### config.mk
export PLATFORM = sky130hd
export DESIGN_NAME = st2_cart_loader_flat
export DESIGN_NICKNAME = d
export VERILOG_FILES = /design/src/rtl/st2_cart_loader_if.sv /design/src/rtl/st2_cart_loader.sv /design/src/flat_wrapper.sv
export SDC_FILE = /design/constraint.sdc
export NUM_CORES = 1
export LEC_CHECK = 0
export ABC_AREA = 1
export CORE_UTILIZATION = 50
export CTS_CLUSTER_SIZE = 10
export DETAILED_ROUTE_END_ITERATION = 12
export HOLD_SLACK_MARGIN = 0.05
export PLACE_DENSITY = 0.67
export SYNTH_ARGS = -nofsm -noshare
export SYNTH_HDL_FRONTEND = slang
export SYNTH_SLANG_ARGS = --single-unit
export TNS_END_PERCENT = 1
### constraint.sdc
create_clock -name clk -period 6.65 [get_ports clk]
set_input_delay 1.33 -clock clk [delete_from_list [all_inputs] [get_ports clk]]
set_output_delay 1.33 -clock clk [all_outputs]
set_load 0.005 [all_outputs]
### src/rtl/st2_cart_loader_if.sv
// ioctl download stream in, cartridge bram write port and load status out.
interface st2_cart_loader_if;
  logic        ioctl_download;
  logic [7:0]  ioctl_index;
  logic        ioctl_wr;
  logic [24:0] ioctl_addr;
  logic [7:0]  ioctl_dout;
  logic        cart_we;
  logic [15:0] cart_addr;
  logic [7:0]  cart_d;
  logic        cpu_hold;
  logic        cart_valid;
  logic        cart_error;
  logic [4:0]  blocks_loaded;

  // Loader side
  modport slave (
    input  ioctl_download, ioctl_index, ioctl_wr, ioctl_addr, ioctl_dout,
    output cart_we, cart_addr, cart_d, cpu_hold, cart_valid, cart_error, blocks_loaded
  );

  // HPS / host side
  modport master (
    output ioctl_download, ioctl_index, ioctl_wr, ioctl_addr, ioctl_dout,
    input  cart_we, cart_addr, cart_d, cpu_hold, cart_valid, cart_error, blocks_loaded
  );
endinterface

### src/rtl/st2_cart_loader.sv
// Cartridge loader: raw binary at a fixed base, or an ST2 container whose
// 256-byte data blocks are scattered to pages named in the header table.
module st2_cart_loader #(
  parameter logic [7:0]  RAW_INDEX  = 8'h01,
  parameter logic [15:0] RAW_BASE   = 16'h0400,
  parameter int          MAX_BLOCKS = 16,
  parameter logic [7:0]  MIN_PAGE   = 8'h04
) (
  input logic clk,
  input logic reset,
  st2_cart_loader_if.slave bus
);
  localparam int         PTW     = (MAX_BLOCKS > 1) ? $clog2(MAX_BLOCKS) : 1;
  localparam logic [7:0] N_MAX   = 8'(MAX_BLOCKS + 1);
  localparam logic [7:0] PT_LAST = 8'(64 + MAX_BLOCKS - 1);

  localparam logic [2:0] S_IDLE = 3'd0;
  localparam logic [2:0] S_RAW  = 3'd1;
  localparam logic [2:0] S_HDR  = 3'd2;
  localparam logic [2:0] S_DATA = 3'd3;
  localparam logic [2:0] S_DONE = 3'd4;
  localparam logic [2:0] S_ERR  = 3'd5;

  logic [2:0]  state;
  logic        dl_q;
  logic        bad;
  logic [7:0]  nblk;          // header block count minus one
  logic [7:0]  page_tbl [MAX_BLOCKS];
  logic        we_r, hold_r, valid_r, err_r;
  logic [15:0] addr_r;
  logic [7:0]  d_r;
  logic [4:0]  blocks_r;

  logic        rise, fall;
  logic [7:0]  off8;
  logic        hdr_wr, hdr_bad;
  logic [PTW-1:0] pt_idx;
  logic [4:0]  blk;
  logic        data_wr, blk_in, page_ok, data_we, data_bad, blk_done;
  logic [7:0]  blk_page;
  logic        bad_nxt;
  logic [4:0]  bl_nxt;

  assign rise = bus.ioctl_download & ~dl_q;
  assign fall = ~bus.ioctl_download & dl_q;
  assign off8 = bus.ioctl_addr[7:0];

  assign hdr_wr = (state == S_HDR) && bus.ioctl_wr && (bus.ioctl_addr[24:8] == 17'd0);
  assign pt_idx = PTW'(off8 - 8'd64);

  // Header checks: "RCA2" magic at 0..3, block count N-1 in 1..MAX_BLOCKS at 4
  always_comb begin
    hdr_bad = 1'b0;
    if (hdr_wr) begin
      case (off8)
        8'd0:    hdr_bad = (bus.ioctl_dout != 8'h52);
        8'd1:    hdr_bad = (bus.ioctl_dout != 8'h43);
        8'd2:    hdr_bad = (bus.ioctl_dout != 8'h41);
        8'd3:    hdr_bad = (bus.ioctl_dout != 8'h32);
        8'd4:    hdr_bad = (bus.ioctl_dout < 8'd2) || (bus.ioctl_dout > N_MAX);
        default: hdr_bad = 1'b0;
      endcase
    end
  end

  // Data block decode; blk wraps to 31 for offsets whose bits [12:8] are zero
  assign blk      = bus.ioctl_addr[12:8] - 5'd1;
  assign data_wr  = (state == S_DATA) && bus.ioctl_wr && (bus.ioctl_addr[24:8] != 17'd0);
  assign blk_in   = ({3'd0, blk} < nblk);
  assign blk_page = page_tbl[blk[PTW-1:0]];
  assign page_ok  = (blk_page >= MIN_PAGE);
  assign data_we  = data_wr && blk_in && page_ok;
  assign data_bad = data_wr && blk_in && !page_ok;
  assign blk_done = data_we && (off8 == 8'hFF);

  // Same-cycle byte is folded in before the end-of-download decision
  assign bad_nxt = bad | hdr_bad | data_bad;
  assign bl_nxt  = blocks_r + {4'd0, blk_done};

  // Page table latch; deliberately not cleared by reset
  always_ff @(posedge clk) begin
    if (!reset && hdr_wr && off8 >= 8'd64 && off8 <= PT_LAST)
      page_tbl[pt_idx] <= bus.ioctl_dout;
  end

  // Load sequencing, write port and status
  always_ff @(posedge clk) begin
    if (reset) begin
      state    <= S_IDLE;
      // Track the live level so a download still high after reset is not
      // mistaken for a new one
      dl_q     <= bus.ioctl_download;
      bad      <= 1'b0;
      nblk     <= 8'd0;
      we_r     <= 1'b0;
      addr_r   <= 16'd0;
      d_r      <= 8'd0;
      hold_r   <= 1'b0;
      valid_r  <= 1'b0;
      err_r    <= 1'b0;
      blocks_r <= 5'd0;
    end else begin
      dl_q <= bus.ioctl_download;
      we_r <= 1'b0;
      if (rise) begin
        state    <= (bus.ioctl_index == RAW_INDEX) ? S_RAW : S_HDR;
        bad      <= 1'b0;
        hold_r   <= 1'b1;
        valid_r  <= 1'b0;
        err_r    <= 1'b0;
        blocks_r <= 5'd0;
      end else begin
        case (state)
          S_RAW: begin
            if (bus.ioctl_wr && bus.ioctl_addr < 25'h800) begin
              we_r   <= 1'b1;
              addr_r <= RAW_BASE + bus.ioctl_addr[15:0];
              d_r    <= bus.ioctl_dout;
            end
            if (fall) state <= S_DONE;
          end
          S_HDR: begin
            if (hdr_wr) begin
              bad <= bad_nxt;
              if (off8 == 8'd4) nblk <= bus.ioctl_dout - 8'd1;
              if (off8 == 8'hFF) state <= bad_nxt ? S_ERR : S_DATA;
            end
            if (fall) state <= S_ERR;
          end
          S_DATA: begin
            if (data_we) begin
              we_r   <= 1'b1;
              addr_r <= {blk_page, off8};
              d_r    <= bus.ioctl_dout;
            end
            bad      <= bad_nxt;
            blocks_r <= bl_nxt;
            if (fall) state <= (bad_nxt || ({3'd0, bl_nxt} < nblk)) ? S_ERR : S_DONE;
          end
          S_DONE: begin
            valid_r <= 1'b1;
            hold_r  <= 1'b0;
            state   <= S_IDLE;
          end
          S_ERR: begin
            err_r  <= 1'b1;
            hold_r <= 1'b0;
            state  <= S_IDLE;
          end
          default: state <= S_IDLE;
        endcase
      end
    end
  end

  assign bus.cart_we       = we_r;
  assign bus.cart_addr     = addr_r;
  assign bus.cart_d        = d_r;
  assign bus.cpu_hold      = hold_r;
  assign bus.cart_valid    = valid_r;
  assign bus.cart_error    = err_r;
  assign bus.blocks_loaded = blocks_r;
endmodule

### src/flat_wrapper.sv
// flat-port wrapper written by rule: the top's interface ports become plain ports
module st2_cart_loader_flat 
#(
  parameter logic [7:0]  RAW_INDEX  = 8'h01,
  parameter logic [15:0] RAW_BASE   = 16'h0400,
  parameter int          MAX_BLOCKS = 16,
  parameter logic [7:0]  MIN_PAGE   = 8'h04
)
  (clk, reset, bus_ioctl_download, bus_ioctl_index, bus_ioctl_wr, bus_ioctl_addr, bus_ioctl_dout, bus_cart_we, bus_cart_addr, bus_cart_d, bus_cpu_hold, bus_cart_valid, bus_cart_error, bus_blocks_loaded);
  st2_cart_loader_if bus_i ();
  input logic clk;
  input logic reset;
  input wire logic [$bits(bus_i.ioctl_download)-1:0] bus_ioctl_download;
  input wire logic [$bits(bus_i.ioctl_index)-1:0] bus_ioctl_index;
  input wire logic [$bits(bus_i.ioctl_wr)-1:0] bus_ioctl_wr;
  input wire logic [$bits(bus_i.ioctl_addr)-1:0] bus_ioctl_addr;
  input wire logic [$bits(bus_i.ioctl_dout)-1:0] bus_ioctl_dout;
  output wire logic [$bits(bus_i.cart_we)-1:0] bus_cart_we;
  output wire logic [$bits(bus_i.cart_addr)-1:0] bus_cart_addr;
  output wire logic [$bits(bus_i.cart_d)-1:0] bus_cart_d;
  output wire logic [$bits(bus_i.cpu_hold)-1:0] bus_cpu_hold;
  output wire logic [$bits(bus_i.cart_valid)-1:0] bus_cart_valid;
  output wire logic [$bits(bus_i.cart_error)-1:0] bus_cart_error;
  output wire logic [$bits(bus_i.blocks_loaded)-1:0] bus_blocks_loaded;
  assign bus_i.ioctl_download = bus_ioctl_download;
  assign bus_i.ioctl_index = bus_ioctl_index;
  assign bus_i.ioctl_wr = bus_ioctl_wr;
  assign bus_i.ioctl_addr = bus_ioctl_addr;
  assign bus_i.ioctl_dout = bus_ioctl_dout;
  assign bus_cart_we = bus_i.cart_we;
  assign bus_cart_addr = bus_i.cart_addr;
  assign bus_cart_d = bus_i.cart_d;
  assign bus_cpu_hold = bus_i.cpu_hold;
  assign bus_cart_valid = bus_i.cart_valid;
  assign bus_cart_error = bus_i.cart_error;
  assign bus_blocks_loaded = bus_i.blocks_loaded;
  st2_cart_loader #(.RAW_INDEX(RAW_INDEX), .RAW_BASE(RAW_BASE), .MAX_BLOCKS(MAX_BLOCKS), .MIN_PAGE(MIN_PAGE)) u_core (.clk(clk), .reset(reset), .bus(bus_i));
endmodule
* Word level (Yosys, flattened, before mapping)
Memories as Yosys holds them, arrays and structs flattened.
Cells that the tools add are included.
** Cells by class
- $add $sub $neg :: 5
- $lt $le $gt $ge :: 8
- Equality and inequality tests :: 22
- Mux-type cells :: 27
- Bitwise logic cells :: 7
- Reduce and logical (&&, ||, !) cells :: 28
** Operators by type and width (number)
- 16-bit two-way mux :: 2
- 16-bit one-hot mux with 2 select lines :: 1
- 25-bit by 12-bit < comparator with 1-bit output, second input constant :: 1
- 8-bit by 7-bit != test with 1-bit output, second input constant :: 3
- 3-bit two-way mux :: 7
- 17-bit zero test :: 1
- 17-bit nonzero test :: 1
- 11-bit by 16-bit adder with 16-bit output, first input constant :: 1
- 8-bit by 1-bit equality test with 1-bit output, second input constant :: 2
- 8-bit by 2-bit equality test with 1-bit output, second input constant :: 2
- 5-bit by 8-bit < comparator with 1-bit output :: 2
- 8-bit two-way mux :: 2
- 8-bit one-hot mux with 2 select lines :: 1
- 1-bit logical AND :: 12
- 4-bit AND reduction :: 3
- 1-bit two-way mux :: 9
- 3-bit one-hot mux with 3 select lines :: 1
- 8-bit by 3-bit equality test with 1-bit output, second input constant :: 1
- 8-bit equality test, second input constant :: 1
- 8-bit by 3-bit greater-or-equal comparator with 1-bit output, second input constant :: 1
- 8-bit by 7-bit greater-or-equal comparator with 1-bit output, second input constant :: 1
- 8-bit by 5-bit greater-than comparator with 1-bit output, second input constant :: 1
- 8-bit by 7-bit <= comparator with 1-bit output, second input constant :: 1
- 8-bit zero test :: 1
- other kinds (24) :: 39
** Storage, ports and cells
- Bits in registers :: 46
- RAM bits :: 128
- Input port bits :: 45
- Word-level logic and storage cells :: 109
- Memories :: 1
** Memories
- u_core.page_tbl :: depth 16, bits a word 8, read ports 1, clocked after Yosys merged registers in 0, wr ports 1, RTL line st2_cart_loader.sv:28 : logic [7:0] page_tbl [MAX_BLOCKS];

* Depth between registers and ports, before layout
- Depth after elaboration :: 13
- Gate-level depth with buffers :: 28
- Gate-level depth less buffers :: 24

* Worst setup path after synthesis
Ideal clock, no wire load.
- Path type :: in2reg
- Start :: input port bus_ioctl_addr[8]
- End :: register u_core.state[0]
- Setup time :: 0.070 ns
- Data arrival time :: 4.981 ns
- Data required time :: 6.580 ns
- Slack :: 1.599 ns
- Stages on the path :: 27
- Cell sequence :: inv_1 -> buf_2 -> clkbuf_1 -> clkbuf_1 -> ha_1 -> buf_2 -> inv_1 -> clkbuf_1 -> ha_1 -> a21oi_1 -> o21ai_0 -> nand2_1 -> nand2_1 -> nor2_1 -> nand2_2 -> nor2_1 -> ha_1 -> ha_1 -> ha_1 -> o21a_1 -> o211ai_1 -> nand2_1 -> a21oi_1 -> nor3_1 -> nand2_1 -> nand2_1 -> a21oi_1
** On the way
- Longest elaborated chain between the ends :: 12
- Elaborated cells on any way between the ends :: 25
** Ends and longest elaborated chain
- start, declared :: RTL line flat_wrapper.sv:16 : input wire logic [$bits(bus_i.ioctl_addr)-1:0] bus_ioctl_addr;
- 5-bit by 1-bit subtractor with 5-bit output or 17-bit nonzero test (tied branches) :: RTL line st2_cart_loader.sv:67, st2_cart_loader.sv:68
- memory 16 x 8 bit (tied with other cells)
- 8-bit by 3-bit greater-or-equal comparator with 1-bit output or 1-bit logical AND (tied branches) :: RTL line st2_cart_loader.sv:71, st2_cart_loader.sv:72
- 1-bit logical AND * :: RTL line st2_cart_loader.sv:72 : assign data_we = data_wr && blk_in && page_ok;
- 1-bit logical AND * :: RTL line st2_cart_loader.sv:74 : assign blk_done = data_we && (off8 == 8'hFF);
- 5-bit by 1-bit adder with 5-bit output * :: RTL line st2_cart_loader.sv:78 : assign bl_nxt = blocks_r + {4'd0, blk_done};
- via u_core.bl_nxt[1] :: RTL line st2_cart_loader.sv:42 : logic [4:0] bl_nxt;
- 5-bit by 8-bit < comparator with 1-bit output * :: RTL line st2_cart_loader.sv:138 : if (fall) state <= (bad_nxt || ({3'd0, bl_nxt} < nblk)) ? S_ERR : S_DONE;
- 1-bit logical OR * :: RTL line st2_cart_loader.sv:138
- 1-bit two-way mux * :: RTL line st2_cart_loader.sv:138
- 3-bit two-way mux * :: RTL line st2_cart_loader.sv:138
- 3-bit one-hot mux with 3 select lines * :: RTL line st2_cart_loader.sv:113 : case (state)
- 3-bit two-way mux * :: RTL line st2_cart_loader.sv:105 : if (rise) begin
- end signal, assigned :: RTL line st2_cart_loader.sv:106 : state <= (bus.ioctl_index == RAW_INDEX) ? S_RAW : S_HDR;
- end signal, assigned :: RTL line st2_cart_loader.sv:126 : if (off8 == 8'hFF) state <= bad_nxt ? S_ERR : S_DATA;
- end signal, assigned :: RTL line st2_cart_loader.sv:138
- end, declared :: RTL line st2_cart_loader.sv:24 : logic [2:0] state;
The timed path passes the listed nets; every way through them passes the cells marked *. The select of a mux whose other input is x is not followed.
A chain may end at the register's enable or synchronous reset.

* Worst setup path after layout
Same ends and word-level chain as after synthesis.

==> metrics <==
flop2flop setup slack 3.50 ns; Setup crit end kind flop; top cell type's share of synthesized area a little under half; # IOs 78; Worst setup SP type input port; FF+latch count, synth 174; Die Ht 129 um; final net count 989; routed vias/inst 5.43; drt total wl 20.4 mm; DP Cell Count 1,119; initial core utilization 51.9%; Critical Path RT 7.01 ns; Hold WC Path Type flop to flop; die width 129 um; Diodes inserted 0; initial DRC count 650; worst vdd ir 178 uV; hold_buf cts 0; TritonRoute pass-1 iters 5; CTS Buf Count 17; status finished clean; RSZ-0062 raised after global routing no; Max Cap Viol 0; FF-to-FF path depth 20; Tmin final approximately 5.3 ns; Max H-tree Level 4; largest net degree at the start of global routing 67; worst-case clock skew 0.00889 ns; ANT nets after route 0; hold slack roughly 0.46 ns; GRT Overall Usage between 20% and 30%; Setup TNS Final 0 ns; setup repair bufs after CTS 0; Residual DRC 0; placed wire-length estimate ~14 mm; PD cells 253 nW/um^2; initial antenna violation count 0; Avg WL per Cell around 18 um; Final Cycle Share 79.0%; post-synthesis cell count 855; Synth Net Count 917; asr flop ratio synth 0%; max frequency 190 MHz; largest cells by area after synthesis edfxtp_1 (48%), dfxtp_1 (11%), nand2_1 (7.6%), nor2_1 (6.2%), nand3_1 (4.5%); CP Class input port to flop; Hold Startpoint u_core.bus.cpu_hold; FF-to-FF Start u_core.state[0]; share of cells above drive strength 1 ~8%; hold path cells 2; Core Area 15,400 sq um; part of the Yosys area used for sequential elements 59.5%; Rows 45; clock latency on the worst-skew pair around 0.43 ns; area leader, netlist edfxtp_1; crit path DAT 5.62 ns; Post-synth EDFFs 128; Post-synth top cells nand2_1 (162), nor2_1 (133), edfxtp_1 (128), inv_1 (81), nand3_1 (72); LEAKAGE 3.68 nW; final setup fails 0; r2r endpoint u_core.state[0]; final slew viol count 0; area grow syn2layout 19.1%; Synth Cell Area 8010 sq um; Finished Layout Cells 1,151; CTS clk-pin slew, worst paths 0.07 ns; Max-slew headroom 18.9%; DIE AREA 16,500 sq um; number of global-route vias before repair 5,950; global-route wire length before repair approximately 32 mm; hold violation count in the final report 0; Post-CTS Resized 0; gpl congestion a little under 0.9; Worst Max-Slew Pin Slew 1.21 ns; vias post-DR approximately 6,200; clk sink count 174; Yosys warnings 0; I/O Buffers 77; Mean Syn Cell Area 9.37 sq um; top_reg_cell synth edfxtp_1; Hold EP u_core.bus.cpu_hold; GR Overflow Total 0; Longest Clk Path Bufs 2; Crit Path Max Fanout 30; Fill cells approximately 1,300; CTS root buffer clkbuf_16; Netlist cell types 39; most common cell in the netlist nand2_1; CTS tree done
## cell type report
| type | instances | area [sq um] | area share (%) |
|---|---|---|---|
| Sequential cell | 174 | 4760 | 49.9 |
| Multi-Input combinational cell | 563 | 2750 | 28.8 |
| Timing Repair Buffer | 86 | 833 | 8.73 |
| Clock buffer | 17 | 425 | 4.46 |
| Inverter | 85 | 322 | 3.37 |
| Tap cell | 211 | 264 | 2.77 |
| Clock inverter | 15 | 185 | 1.94 |
## worst max-delay path by stage
stage	startpoint	to	slack [ns]	cells after the start
6_report	bus_ioctl_addr[8]	u_core.state[0]	1.39	23
5_1_grt	bus_ioctl_addr[8]	u_core.state[0]	1.17	23
4_1_cts	bus_ioctl_addr[8]	u_core.state[0]	1.51	23
3_5_place_dp	bus_ioctl_addr[8]	u_core.state[0]	1.08	23
3_3_place_gp	bus_ioctl_addr[8]	u_core.state[0]	1.27	23
2_1_floorplan	bus_ioctl_addr[8]	u_core.state[0]	1.60	27
## worst max-delay path: stages
cell and delay, ns:
buf_2 0.10, inv_1 0.44, ha_1 0.35, inv_1 0.70, ha_1 0.38, a21oi_1 0.15
o21ai_0 0.09, nand2_1 0.06, nand2_1 0.04, nor2_1 0.16, nand2_2 0.12, nor2_1 0.12
ha_1 0.18, ha_1 0.19, xor2_1 0.26, ha_1 0.29, o211ai_1 0.09, nand2_1 0.08
a21oi_1 0.14, nor3_1 0.07, nand2_1 0.08, nand2_1 0.05, a21oi_1 0.11
## report_power, final
part	internal (mW)	switching, mW
clock	0.597	0.430
combinational	0.0776	0.142
sequential	1.17	0.00264
## state kept, by name, summed over array words and instances (netlist names)
signal and count:
u_core.bus.cart_we 1, u_core.bus.blocks_loaded 5, u_core.bad 1, u_core.state 3
u_core.nblk 8, u_core.bus.cart_addr 16, u_core.bus.cart_error 1, u_core.page_tbl 128
u_core.dl_q 1, u_core.bus.cart_valid 1, u_core.bus.cart_d 8, u_core.bus.cpu_hold 1
## metrics by stage
step,setup WS [ns],area (sq um),utilization (%),power (mW)
6_report,1.39,9540,61.8,2.41
5_1_grt,1.17,9540,61.8,2.49
4_1_cts,1.51,9540,61.8,2.42
3_5_place_dp,1.08,8930,57.9,1.41
3_3_place_gp,1.27,8930,57.9,1.41
2_1_floorplan,1.60,8010,-,1.32
## layout by cell type, fill, tap and decap left out, types with 3 or more instances in the layout
cell,n
inv_1,81
bufinv_16,3
clkbuf_16,17
edfxtp_1,128
buf_4,9
a21oi_1,21
o22ai_1,9
o21ai_0,67
nor2_1,133
nor2_2,22
clkinv_4,3
ha_1,17
xor2_1,10
nand4_1,10
o21ai_1,6
nand2_1,162
nand2_2,3
nor3_1,7
dfxtp_1,46
clkdlybuf4s50_1,76
nor4_1,4
nand3_1,72
inv_6,5
## metal layers
metal / wire [um] / GRT usage, % / part of all wire (%)
met5: 0 / 0 / 0
met4: 306 / 8.72 / 1.5
met3: 1460 / 4.99 / 7.2
met2: 9490 / 40.5 / 47
met1: 9140 / 37.0 / 45
## logic make-up (layout without fill, tap and decap cells)
| group | after synthesis | after routing | share of synthesized area [%] |
|---|---|---|---|
| compound gates | 114 | 114 | 7.61 |
| simple gates | 418 | 418 | 22.3 |
| buf+inv | 118 | 203 | 6.20 |
| flops | 174 | 174 | 59.5 |
| fa+ha+maj | 17 | 17 | 2.66 |
| xor+xnor | 14 | 14 | 1.72 |
(Power assumes the default switching activity.)
